<file path="config.mk">
export PLATFORM = sky130hd
export DESIGN_NAME = braille_entry
export DESIGN_NICKNAME = d
export VERILOG_FILES = /design/src/rtl/braille_pkg.sv /design/src/rtl/braille_entry_key_debounce.sv /design/src/rtl/braille_entry.sv
export SDC_FILE = /design/constraint.sdc
export NUM_CORES = 1
export LEC_CHECK = 0
export CAP_MARGIN = 5
export CELL_PAD_IN_SITES_DETAIL_PLACEMENT = 0
export CELL_PAD_IN_SITES_GLOBAL_PLACEMENT = 2
export CORE_MARGIN = 2
export CORE_UTILIZATION = 37
export CTS_BUF_LIST = sky130_fd_sc_hd__clkbuf_2
export DETAILED_ROUTE_END_ITERATION = 16
export PLACE_DENSITY_LB_ADDON = 0.1
export SYNTH_ARGS = -nofsm -noshare
export SYNTH_HDL_FRONTEND = slang
export SYNTH_SLANG_ARGS = --single-unit
</file>
<file path="constraint.sdc">
create_clock -name CLOCK_50 -period 2.1 [get_ports CLOCK_50]
set_input_delay 0.42 -clock CLOCK_50 [delete_from_list [all_inputs] [get_ports CLOCK_50]]
set_output_delay 0.42 -clock CLOCK_50 [all_outputs]
set_load 0.05 [all_outputs]
</file>
<file path="src/rtl/braille_pkg.sv">
// Shared definitions for the braille entry buffer and the downstream
// 7-segment decoder stage.
package braille_pkg;

  localparam int CELL_W  = 6;
  localparam int DEPTH   = 4;
  localparam int COUNT_W = $clog2(DEPTH + 1);

  typedef logic [CELL_W-1:0]  cell_t;
  typedef logic [COUNT_W-1:0] count_t;

  // Occupancy after one more entry; a full buffer stays full.
  function automatic count_t count_inc(input count_t c);
    return (c == count_t'(DEPTH)) ? c : c + count_t'(1);
  endfunction

endpackage

</file>
<file path="src/rtl/braille_entry_key_debounce.sv">
// Per-key conditioning: two-flop synchronizer, stable-level debounce counter
// and a one-cycle press strobe on each accepted 1->0 level change.
module key_debounce #(
  parameter int DEBOUNCE_CYCLES = 1000000
) (
  input  logic i_clk,
  input  logic i_rst,
  input  logic i_key_n,
  output logic o_press
);

  localparam int                CNT_W    = (DEBOUNCE_CYCLES > 2) ? $clog2(DEBOUNCE_CYCLES) : 1;
  localparam logic [CNT_W-1:0] CNT_LAST = CNT_W'(DEBOUNCE_CYCLES - 1);

  logic             r_meta;
  logic             r_sync;
  logic             r_level;
  logic [CNT_W-1:0] r_cnt;
  logic             r_press;
  logic [1:0]       r_fill;
  logic             r_armed;

  // r_armed stays low until the key is seen released after reset, so a key
  // held through reset cannot produce a press when its level finally drops.
  always_ff @(posedge i_clk) begin
    if (i_rst) begin
      r_meta  <= 1'b1;
      r_sync  <= 1'b1;
      r_level <= 1'b1;
      r_cnt   <= '0;
      r_press <= 1'b0;
      r_fill  <= '0;
      r_armed <= 1'b0;
    end else begin
      // NOTE: non-blocking assignments throughout, so every flop samples the
      // pre-edge value of its source and the synchronizer really is two stages.
      r_meta  <= i_key_n;
      r_sync  <= r_meta;
      r_fill  <= {r_fill[0], 1'b1};
      r_armed <= r_armed | (r_fill[1] & r_sync);
      r_press <= 1'b0;
      if (r_sync == r_level) begin
        r_cnt <= '0;
      end else if (r_cnt == CNT_LAST) begin
        r_level <= r_sync;
        r_cnt   <= '0;
        r_press <= r_armed & ~r_sync;
      end else begin
        r_cnt <= r_cnt + CNT_W'(1);
      end
    end
  end

  assign o_press = r_press;

endmodule

</file>
<file path="src/rtl/braille_entry.sv">
// Four-cell braille entry buffer: debounced enter/clear keys, newest cell in
// CELL0, per-cell valid bits and a saturating occupancy count.
module braille_entry
  import braille_pkg::*;
#(
  parameter int DEBOUNCE_CYCLES = 1000000
) (
  input  logic               CLOCK_50,
  input  logic               RESET,
  input  logic [CELL_W-1:0]  SW,
  input  logic               KEY_ENTER,
  input  logic               KEY_CLEAR,
  output logic [CELL_W-1:0]  CELL0,
  output logic [CELL_W-1:0]  CELL1,
  output logic [CELL_W-1:0]  CELL2,
  output logic [CELL_W-1:0]  CELL3,
  output logic [DEPTH-1:0]   VALID,
  output logic [COUNT_W-1:0] COUNT,
  output logic               ENTER_PULSE
);

  logic w_enter_evt;
  logic w_clear_evt;

  cell_t            r_sw_meta;
  cell_t            r_sw_sync;
  cell_t            r_cell [DEPTH];
  logic [DEPTH-1:0] r_valid;
  count_t           r_count;
  logic             r_enter_pulse;

  key_debounce #(.DEBOUNCE_CYCLES(DEBOUNCE_CYCLES)) u_enter_key (
    .i_clk   (CLOCK_50),
    .i_rst   (RESET),
    .i_key_n (KEY_ENTER),
    .o_press (w_enter_evt)
  );

  key_debounce #(.DEBOUNCE_CYCLES(DEBOUNCE_CYCLES)) u_clear_key (
    .i_clk   (CLOCK_50),
    .i_rst   (RESET),
    .i_key_n (KEY_CLEAR),
    .o_press (w_clear_evt)
  );

  always_ff @(posedge CLOCK_50) begin
    if (RESET) begin
      r_sw_meta <= '1;
      r_sw_sync <= '1;
    end else begin
      r_sw_meta <= SW;
      r_sw_sync <= r_sw_meta;
    end
  end

  // Clear has priority over a simultaneous enter, which is simply dropped.
  always_ff @(posedge CLOCK_50) begin
    if (RESET) begin
      // NOTE: the cell array is four small registers, not a RAM, so resetting
      // every entry is cheap and keeps the displays blank out of reset.
      for (int i = 0; i < DEPTH; i++) r_cell[i] <= '0;
      r_valid       <= '0;
      r_count       <= '0;
      r_enter_pulse <= 1'b0;
    end else begin
      r_enter_pulse <= 1'b0;
      if (w_clear_evt) begin
        for (int i = 0; i < DEPTH; i++) r_cell[i] <= '0;
        r_valid <= '0;
        r_count <= '0;
      end else if (w_enter_evt) begin
        r_cell[0] <= r_sw_sync;
        for (int i = 1; i < DEPTH; i++) r_cell[i] <= r_cell[i-1];
        r_valid       <= {r_valid[DEPTH-2:0], 1'b1};
        r_count       <= count_inc(r_count);
        r_enter_pulse <= 1'b1;
      end
    end
  end

  assign CELL0       = r_cell[0];
  assign CELL1       = r_cell[1];
  assign CELL2       = r_cell[2];
  assign CELL3       = r_cell[3];
  assign VALID       = r_valid;
  assign COUNT       = r_count;
  assign ENTER_PULSE = r_enter_pulse;

endmodule

</file>
# [Word level (Yosys, flattened, before mapping)]
# Memory sizes are Yosys's and may differ from the RTL's.
# Index checks and enable logic that the tools add are counted.
[totals] regBits=74 ram_bits=24 input_bits=10 output_inout_bits=32 n_memories=1
[classes] add_sub_neg=3 eq_ne=5 muxes=19 bitwise_logic=21 n_reduce_logical=8
[mem_list] memory="r_cell" words=4 word_bits=6 rd=4 rd_clocked_by_memory_dff=0 write_ports=4 line_no="braille_entry.sv:27" rtl="cell_t r_cell [DEPTH];"
[ops] operator="two-way mux 6 bit" count=8
[ops] operator="adder 20 x 1 -> 20 bit, second input constant" count=2
[ops] operator="== test 20 bit, second input constant" count=2
[ops] operator="OR reduction 3 bit" count=4
[ops] operator="two-way mux 1 bit" count=11
[ops] operator="bitwise OR 1 bit" count=10
[ops] operator="NOT 1 bit" count=7
[ops] operator="AND reduction 2 bit" count=3
[ops] operator="bitwise AND 1 bit" count=4
[ops] operator="adder 3 x 1 -> 3 bit, second input constant" count=1
[ops] operator="== test 3 bit, second input constant" count=1
[ops] operator="== test 1 bit" count=2
[ops] operator="OR reduction 2 bit" count=1

# [Depth between registers and ports, before layout]
# Gate-level depths: netlist of run 1.
[depth] depth_word=5 mapped_depth=7 depth_no_buf=6

# [Hierarchy]
# Synthesis of run 1 repeated with hierarchy kept, for this count alone.
[hier_totals] cells_unflattened=372 hier_area_um2=3913.8
[by_module_without_submodules] module="key_debounce" instances=2 cells_per_inst=126 area_each_um2=1129.8 seq_area_each_um2=540.5
[by_module_without_submodules] module="braille_entry" instances=1 cells_per_inst=120 area_each_um2=1654.1 seq_area_each_um2=1061.0

# [Least setup slack after synthesis of run 1]
# No wires, ideal clock.
[synth_path] path_kind="register -> register" startpoint="register u_clear_key.r_cnt[0]" endpoint="register u_clear_key.r_cnt[11]" setup_time_ns=0.115 arrival_time_ns=1.748 setup_slack_ns=0.237 path_stages_with_launch=8 path_buffers=2 period_less_slack_ns=1.863 path_cell_list="dfxtp_1 ha_1 clkbuf_1 inv_1 or4_4 o21ai_4 buf_6 nor2_1"
[synth_via] elab_chain_len=2 elab_cells_between_ends=3 cone_classes="add/sub (1); eq/ne (1); reduce/logical (1)"
[synth_lines] item="start: declaration" line_no="braille_entry_key_debounce.sv:18" rtl="logic [CNT_W-1:0] r_cnt;"
[synth_lines] item="start signal: assignment" line_no="braille_entry_key_debounce.sv:49" rtl="r_cnt <= r_cnt + CNT_W'(1);"
[synth_lines] item="branches (longest 2 deep; another with adder 20 x 1 -> 20 bit)"
# Several ways; the timed one is not identified.
# A chain may end at the register's enable or synchronous reset.

==> run_results.csv, run 1 <==
group,metric,value,unit
setup_path,startpoint_type,"register",
floorplan,core_area,9770,um2
timing,worst_clock_skew,48.7,ps
yosys,yosys_most_used_dff,"dfxtp_1",
yosys,synth_seq_cells,96,
timing,fmax,509,MHz
timing,rsz0062_at_grt,"no",
detailed_routing,wire_per_inst,12.3,um
clocking,worstSkewPairLatency,580,ps
detailed_routing,ant_nets,0,
clocking,cts.sinks,96,
timing,setup_tns,0,ps
floorplan,dieArea,10900,um2
yosys,async_reset_ff_frac,0,
run,maxCapViolCount,0,
setup_path,cp-end-kind,"output pin",
timing,timing.final.crit_share,0.935,
setup_path,cp_num_buf_inv,1,
global_route,grt_pass1_vias,2379,
setup_path,crit_slowest_cell,"dlygate4sd2_1",
pwr,switching_share,0.273,
final_layout,nFillCells,989,
detailed_routing,drc_errors,0,
yosys,postSynthNetCount,379,
timing,slew_viol_final,0,
clocking,clk_pin_slew_worst_paths,320,ps
pwr,p_int,0.00217,W
timing,setup_violations,0,
setup_path,cpLargestDelayFamily,"buffers and inverters",
outcome,status,"finished, final reports clean",
pwr,p_comb_frac,0.044,
yosys,syn_area,3740,um2
clocking,cts_root_buf,"clkbuf_2",
yosys,yosys_warnings,0,
pwr,ir_worst_vdd,0.000368,V
global_route,grt_antenna_before_repair,0,
final_layout,final_layout_size_suffix_gt1_frac,0.109,
place,post-place-ws,64.1,ps
clocking,htree_levels,3,
yosys,syn_avg_cell_area,10.2,um2
global_route,grt_max_degree,31,
final_layout,area_delta_synth_final,17.8,%
timing,tightest_slew,986,ps
yosys,synth_cells,365,
floorplan,die_y,105,um
yosys,synth_area_leaders,"dfxtp_1 (42%), edfxtp_1 (14%), nor2_1 (4.6%)",
setup_path,critPathKind,"register to output pin",
yosys,yosysTopAreaCellShare,0.418,
global_route,grt_pass1_wl,11.7,mm
detailed_routing,drt_iter0_drc,78,
final_layout,antenna_cells,0,
yosys,yosysSeqAreaShare,0.562,
pwr,p_seq_frac,0.646,
detailed_routing,via_per_inst,4.76,
yosys,yosysTopAreaCell,"dfxtp_1",
detailed_routing,firstDrtPassIters,4,
final_layout,final_core_util,0.451,
setup_path,critPathMaxStageDelay,560,ps
clocking,numCtsBuffers,9,
timing,post-route-min-period,1960,ps
setup_path,arrival,1540,ps
final_layout,layout.nets,423,
timing,maxSlewHeadroom,0.340,
pwr,switching_power,0.000815,W
clocking,cts_buffer_depth,2,
pwr,power_frac_clock,0.310,
place,gp_congestion,0.690,
floorplan,ios,42,
pwr,p_per_area,677,nW/um2
worst_hold_path,hp-class,"input port to register",
setup_path,required,1680,ps
floorplan,die-width,105,um
place,dpl.hpwl,4.53,mm
global_route,grt.overflow.total,0,
timing,setup_ws,137,ps
timing,hold_violations,0,
floorplan,start_util,0.382,
place,port_buffers,41,
detailed_routing,routed_wirelength,6.74,mm
setup_path,cp_cell_sequence,"dlygate4sd2_1",
pwr,p_leak,1.66,nW
setup_path,path_max_fanout,3,
detailed_routing,dr_total_vias,2605,
clocking,cts_tree,"done",
yosys,synth_cell_types,39,
yosys,synth_edf_count,18,
global_route,track_usage,0.134,
floorplan,rows,36,
## sequential cells by signal (all words and copies together), names as in the netlist
| signal | count |
|---|---|
| u_enter_key.r_level | 1 |
| COUNT | 3 |
| u_clear_key.r_armed | 1 |
| ENTER_PULSE | 1 |
| r_sw_meta | 6 |
| u_clear_key.r_sync | 1 |
| u_enter_key.o_press | 1 |
| u_enter_key.r_sync | 1 |
| u_clear_key.r_fill | 1 |
| u_enter_key.r_armed | 1 |
| VALID | 4 |
| u_clear_key.o_press | 1 |
| u_clear_key.r_level | 1 |
| u_clear_key.r_meta | 1 |
| u_enter_key.r_fill | 1 |
| r_sw_sync | 6 |
| u_clear_key.r_cnt | 20 |
| u_enter_key.r_meta | 1 |
| u_enter_key.r_cnt | 20 |
| r_cell | 24 |
## Yosys cell counts, drive strengths merged, types with 2 or more instances
library cell and n:
nor4b 3, nand2 10, nand3 17, buf 3, ha 4, and4b 2, edfxtp 18, mux2i 9
nor3 8, inv 10, a21oi 16, xor2 14, o21ai 9, and2 4, or2 18, and3 22
or4 6, or3 10, xnor2 13, dfxtp 78, and4 6, nand4 13, nor4 2, nor2 46
a211o 2, o31ai 4, clkbuf 12
## power groups by stage
stage,clock [W],combinational [W],sequential [W]
6_report,0.000924,0.000132,0.00193
3_5_place_dp,0,0.000142,0.00196
4_1_cts,0.000978,0.000134,0.00193
5_1_grt,0.00105,0.000143,0.00193
2_1_floorplan,0,0.0000431,0.00200
3_3_place_gp,0,0.000141,0.00196
## through the flow
step / cells / cell area [um2] / hold slack, ps / total power, W
final: 547 / 4400 / 361 / 0.00298
after global routing: 547 / 4400 / 282 / 0.00312
after CTS: 547 / 4400 / 304 / 0.00304
after detailed placement: 531 / 4320 / 394 / 0.00210
after global placement: 531 / 4320 / 392 / 0.00210
after floorplan: 365 / 3740 / 389 / 0.00205
## worst paths after layout
check | end | from | cells after the start | slack [ps]
setup / recovery | CELL2[5] | r_cell[2][5]$_SDFFE_PP0P_ | 1 | 140
hold / removal | r_sw_meta[0]$_SDFF_PP1_ | SW[0] | 2 | 360
setup reg to reg | u_enter_key.r_cnt[7]$_SDFF_PP0_ | u_enter_key.r_cnt[9]$_SDFF_PP0_ | 4 | 250
hold reg to reg | r_sw_sync[2]$_SDFF_PP1_ | r_sw_meta[2]$_SDFF_PP1_ | 1 | 450
## logic make-up (layout without fill, tap and decap cells)
kind of cell | Yosys count | count (layout) | synth area share
xor+xnor | 27 | 27 | 0.0633
compound gates | 34 | 34 | 0.0556
fa+ha+maj | 4 | 4 | 0.0134
buf+inv | 25 | 74 | 0.0274
flops | 96 | 96 | 0.562
mux | 9 | 9 | 0.0241
simple gates | 170 | 170 | 0.254
## layout by cell type, fill, tap and decap left out, types with 2 or more instances in the layout
cell              n
a211o_1           2
nand3_1          17
dfxtp_1          78
nor4_1            2
and4_1            6
buf_4             6
xnor2_1          13
nor2_1           46
a21oi_1          16
and2_1            4
or3_1            10
ha_1              4
or4_4             2
or2_2            17
inv_6             4
nor4b_1           3
xor2_1           14
clkdlybuf4s50_1   9
edfxtp_1         18
mux2i_1           9
or4_1             4
o31ai_1           4
and3_1           22
clkbuf_2          9
inv_1            10
nand4_1          12
nor3_1            8
clkinv_8          3
and4b_1           2
dlygate4sd2_1    32
o21ai_0           8
nand2_1          10
## cell type report
cell class              count  area [um2]  share of cell area
clock buffers               9        45.0              0.0102
flip-flops and latches     96        2100               0.477
multi-input cells         244        1530               0.348
well taps                 133         166              0.0378
repair buffers             48         435              0.0989
clock inverters             7        83.8              0.0190
inverters                  10        37.5             0.00852
## per-layer routing
layer / up-vias / global-route usage / wire length [um]
li1: 1376 / - / -
met1: 1185 / 0.175 / 3390
met2: 33 / 0.208 / 2990
met3: 11 / 0.0439 / 255
met4: 0 / 0.0454 / 96
met5: - / 0 / 0
## timing repair
item	CTS	global route
resized for setup	32	0
endpoints found under the hold margin	0	0
endpoints found under the setup margin	32	0
hold buffers	0	0
buffers inserted	0	0
No activity file was read; power rests on OpenSTA's default activity.
==> run 2, diff against run 1 <==
HOLD_SLACK_MARGIN = 0.12   (was unset)
SKIP_CTS_REPAIR_TIMING = 1   (was unset)
==> run 2 against run 1 <==
Sequential cell count stayed put. Cell area is 2.7% higher. Die area stayed put.
==> run_results.csv, run 2 (synthesized netlist as in run 1, its figures left out) <==
group,metric,value,unit
floorplan,die_y,105,um
setup_path,crit_end,"CELL2[5]",
final_layout,layout_common_cells,"dfxtp_1 (78), nor2_1 (46), dlymetal6s2s_1 (32), and3_1 (22), edfxtp_1 (18)",
final_layout,antenna_cells,0,
final_layout,largest_reg_flops,24,
floorplan,dieArea,10900,um2
clocking,cts_root_buf,"clkbuf_2",
final_layout,reg_top3,"r_cell: 24 flops, u_clear_key.r_cnt: 20 flops, u_enter_key.r_cnt: 20 flops",
run,maxCapViolCount,0,
final_layout,final_common_cell,"dfxtp_1",
timing,post-route-min-period,1860,ps
setup_path,arrival,1440,ps
clocking,cts_buffer_depth,2,
worst_hold_path,hp-class,"input port to register",
final_layout,final_cells,547,
timing,fmax,538,MHz
detailed_routing,drt_iter0_drc,82,
pwr,p_per_area,660,nW/um2
floorplan,core_area,9770,um2
floorplan,rows,36,
timing,setup_violations,0,
timing,whs,364,ps
setup_path,cp_num_buf_inv,1,
global_route,grt_pass1_wl,11.6,mm
timing,worst_clock_skew,48.4,ps
detailed_routing,firstDrtPassIters,4,
setup_path,ff2ff_path_depth,4,
floorplan,start_util,0.382,
clocking,htree_levels,3,
global_route,grt.overflow.total,0,
setup_path,startpoint_type,"register",
setup_path,crit_slowest_cell,"dlymetal6s2s_1",
detailed_routing,via_per_inst,4.77,
setup_path,cp_cell_sequence,"dlymetal6s2s_1",
setup_path,critPathMaxStageDelay,450,ps
place,post-place-cells,531,
setup_path,required,1680,ps
setup_path,r2r-end,"u_enter_key.r_cnt[7]$_SDFF_PP0_",
timing,timing.final.crit_share,0.886,
clocking,worstSkewPairLatency,570,ps
place,dpl.hpwl,4.53,mm
final_layout,top_register,"r_cell",
setup_path,reg2reg_from,"u_enter_key.r_cnt[9]$_SDFF_PP0_",
floorplan,ios,42,
setup_path,cp.depth,1,
setup_path,path_max_fanout,3,
global_route,track_usage,0.133,
global_route,grt_antenna_before_repair,0,
global_route,grt_max_degree,31,
final_layout,stdcell_area,4520,um2
setup_path,cpLargestDelayFamily,"buffers and inverters",
place,gp_congestion,0.690,
setup_path,startpoint,"r_cell[2][5]$_SDFFE_PP0P_",
setup_path,r2r_setup_slack,250,ps
timing,setup_tns,0,ps
clocking,numCtsBuffers,9,
pwr,p_leak,2.03,nW
timing,maxSlewHeadroom,0.343,
timing,hold_violations,0,
outcome,status,"finished, final reports clean",
setup_path,cp-end-kind,"output pin",
final_layout,area_delta_synth_final,21.0,%
timing,slew_viol_final,0,
detailed_routing,drc_errors,0,
detailed_routing,dr_total_vias,2610,
setup_path,critPathKind,"register to output pin",
clocking,cts.sinks,96,
timing,tightest_slew,981,ps
pwr,power.total,0.00299,W
clocking,cts_tree,"done",
final_layout,layout.nets,423,
final_layout,final_layout_size_suffix_gt1_frac,0.109,
global_route,grt_pass1_vias,2357,
place,port_buffers,41,
detailed_routing,routed_wirelength,6.81,mm
timing,rsz0062_at_grt,"no",
clocking,clk_pin_slew_worst_paths,320,ps
pwr,ir_worst_vdd,0.000367,V
place,place_area,4320,um2
detailed_routing,ant_nets,0,
floorplan,die-width,105,um
detailed_routing,wire_per_inst,12.5,um
## run 2: cell count changes in the layout (fill, tap and decap cells not counted)
| cell | previous run | this run |
|---|---|---|
| dlygate4sd2_1 | 32 | 0 |
| dlymetal6s2s_1 | 0 | 32 |
## run 2: cell type report
type / instances / area, um2
tap: 133 / 166
timing repair buffer: 48 / 556
clock inverter: 7 / 83.8
sequential: 96 / 2100
clock buffer: 9 / 45.0
multi-input combinational: 244 / 1530
fill: 961 / 5250
inverter: 10 / 37.5
## run 2: how the worst min path moves through the flow
stage                                 start                      end  slack, ps  cells after the start
floorplan           r_sw_meta[0]$_SDFF_PP1_  r_sw_sync[0]$_SDFF_PP1_        390                      1
detailed placement  r_sw_meta[2]$_SDFF_PP1_  r_sw_sync[2]$_SDFF_PP1_        390                      1
global route                          SW[4]  r_sw_meta[4]$_SDFF_PP1_        280                      2
CTS                                   SW[0]  r_sw_meta[0]$_SDFF_PP1_        300                      2
finish                                SW[0]  r_sw_meta[0]$_SDFF_PP1_        360                      2
global placement    r_sw_meta[3]$_SDFF_PP1_  r_sw_sync[3]$_SDFF_PP1_        390                      1
## run 2: power breakdown
group	internal (W)	total, W	switching (W)
clock network	0.000208	0.000921	0.000714
logic	0.0000534	0.000140	0.0000866
registers	0.00191	0.00193	0.0000123
total	0.00217	0.00299	0.000812
## run 2: through the flow
step	utilization	setup WS (ps)
2_1_floorplan	-	237
3_3_place_gp	0.442	93.9
3_5_place_dp	0.442	64.1
4_1_cts	0.455	-219
5_1_grt	0.463	13.2
6_report	0.463	240
## run 2: metal layers
layer / part of all wire / up-vias / GRT usage
li1: - / 1375 / -
met1: 0.50 / 1189 / 0.174
met2: 0.45 / 37 / 0.204
met3: 0.038 / 9 / 0.0439
met4: 0.012 / 0 / 0.0454
met5: 0 / - / 0
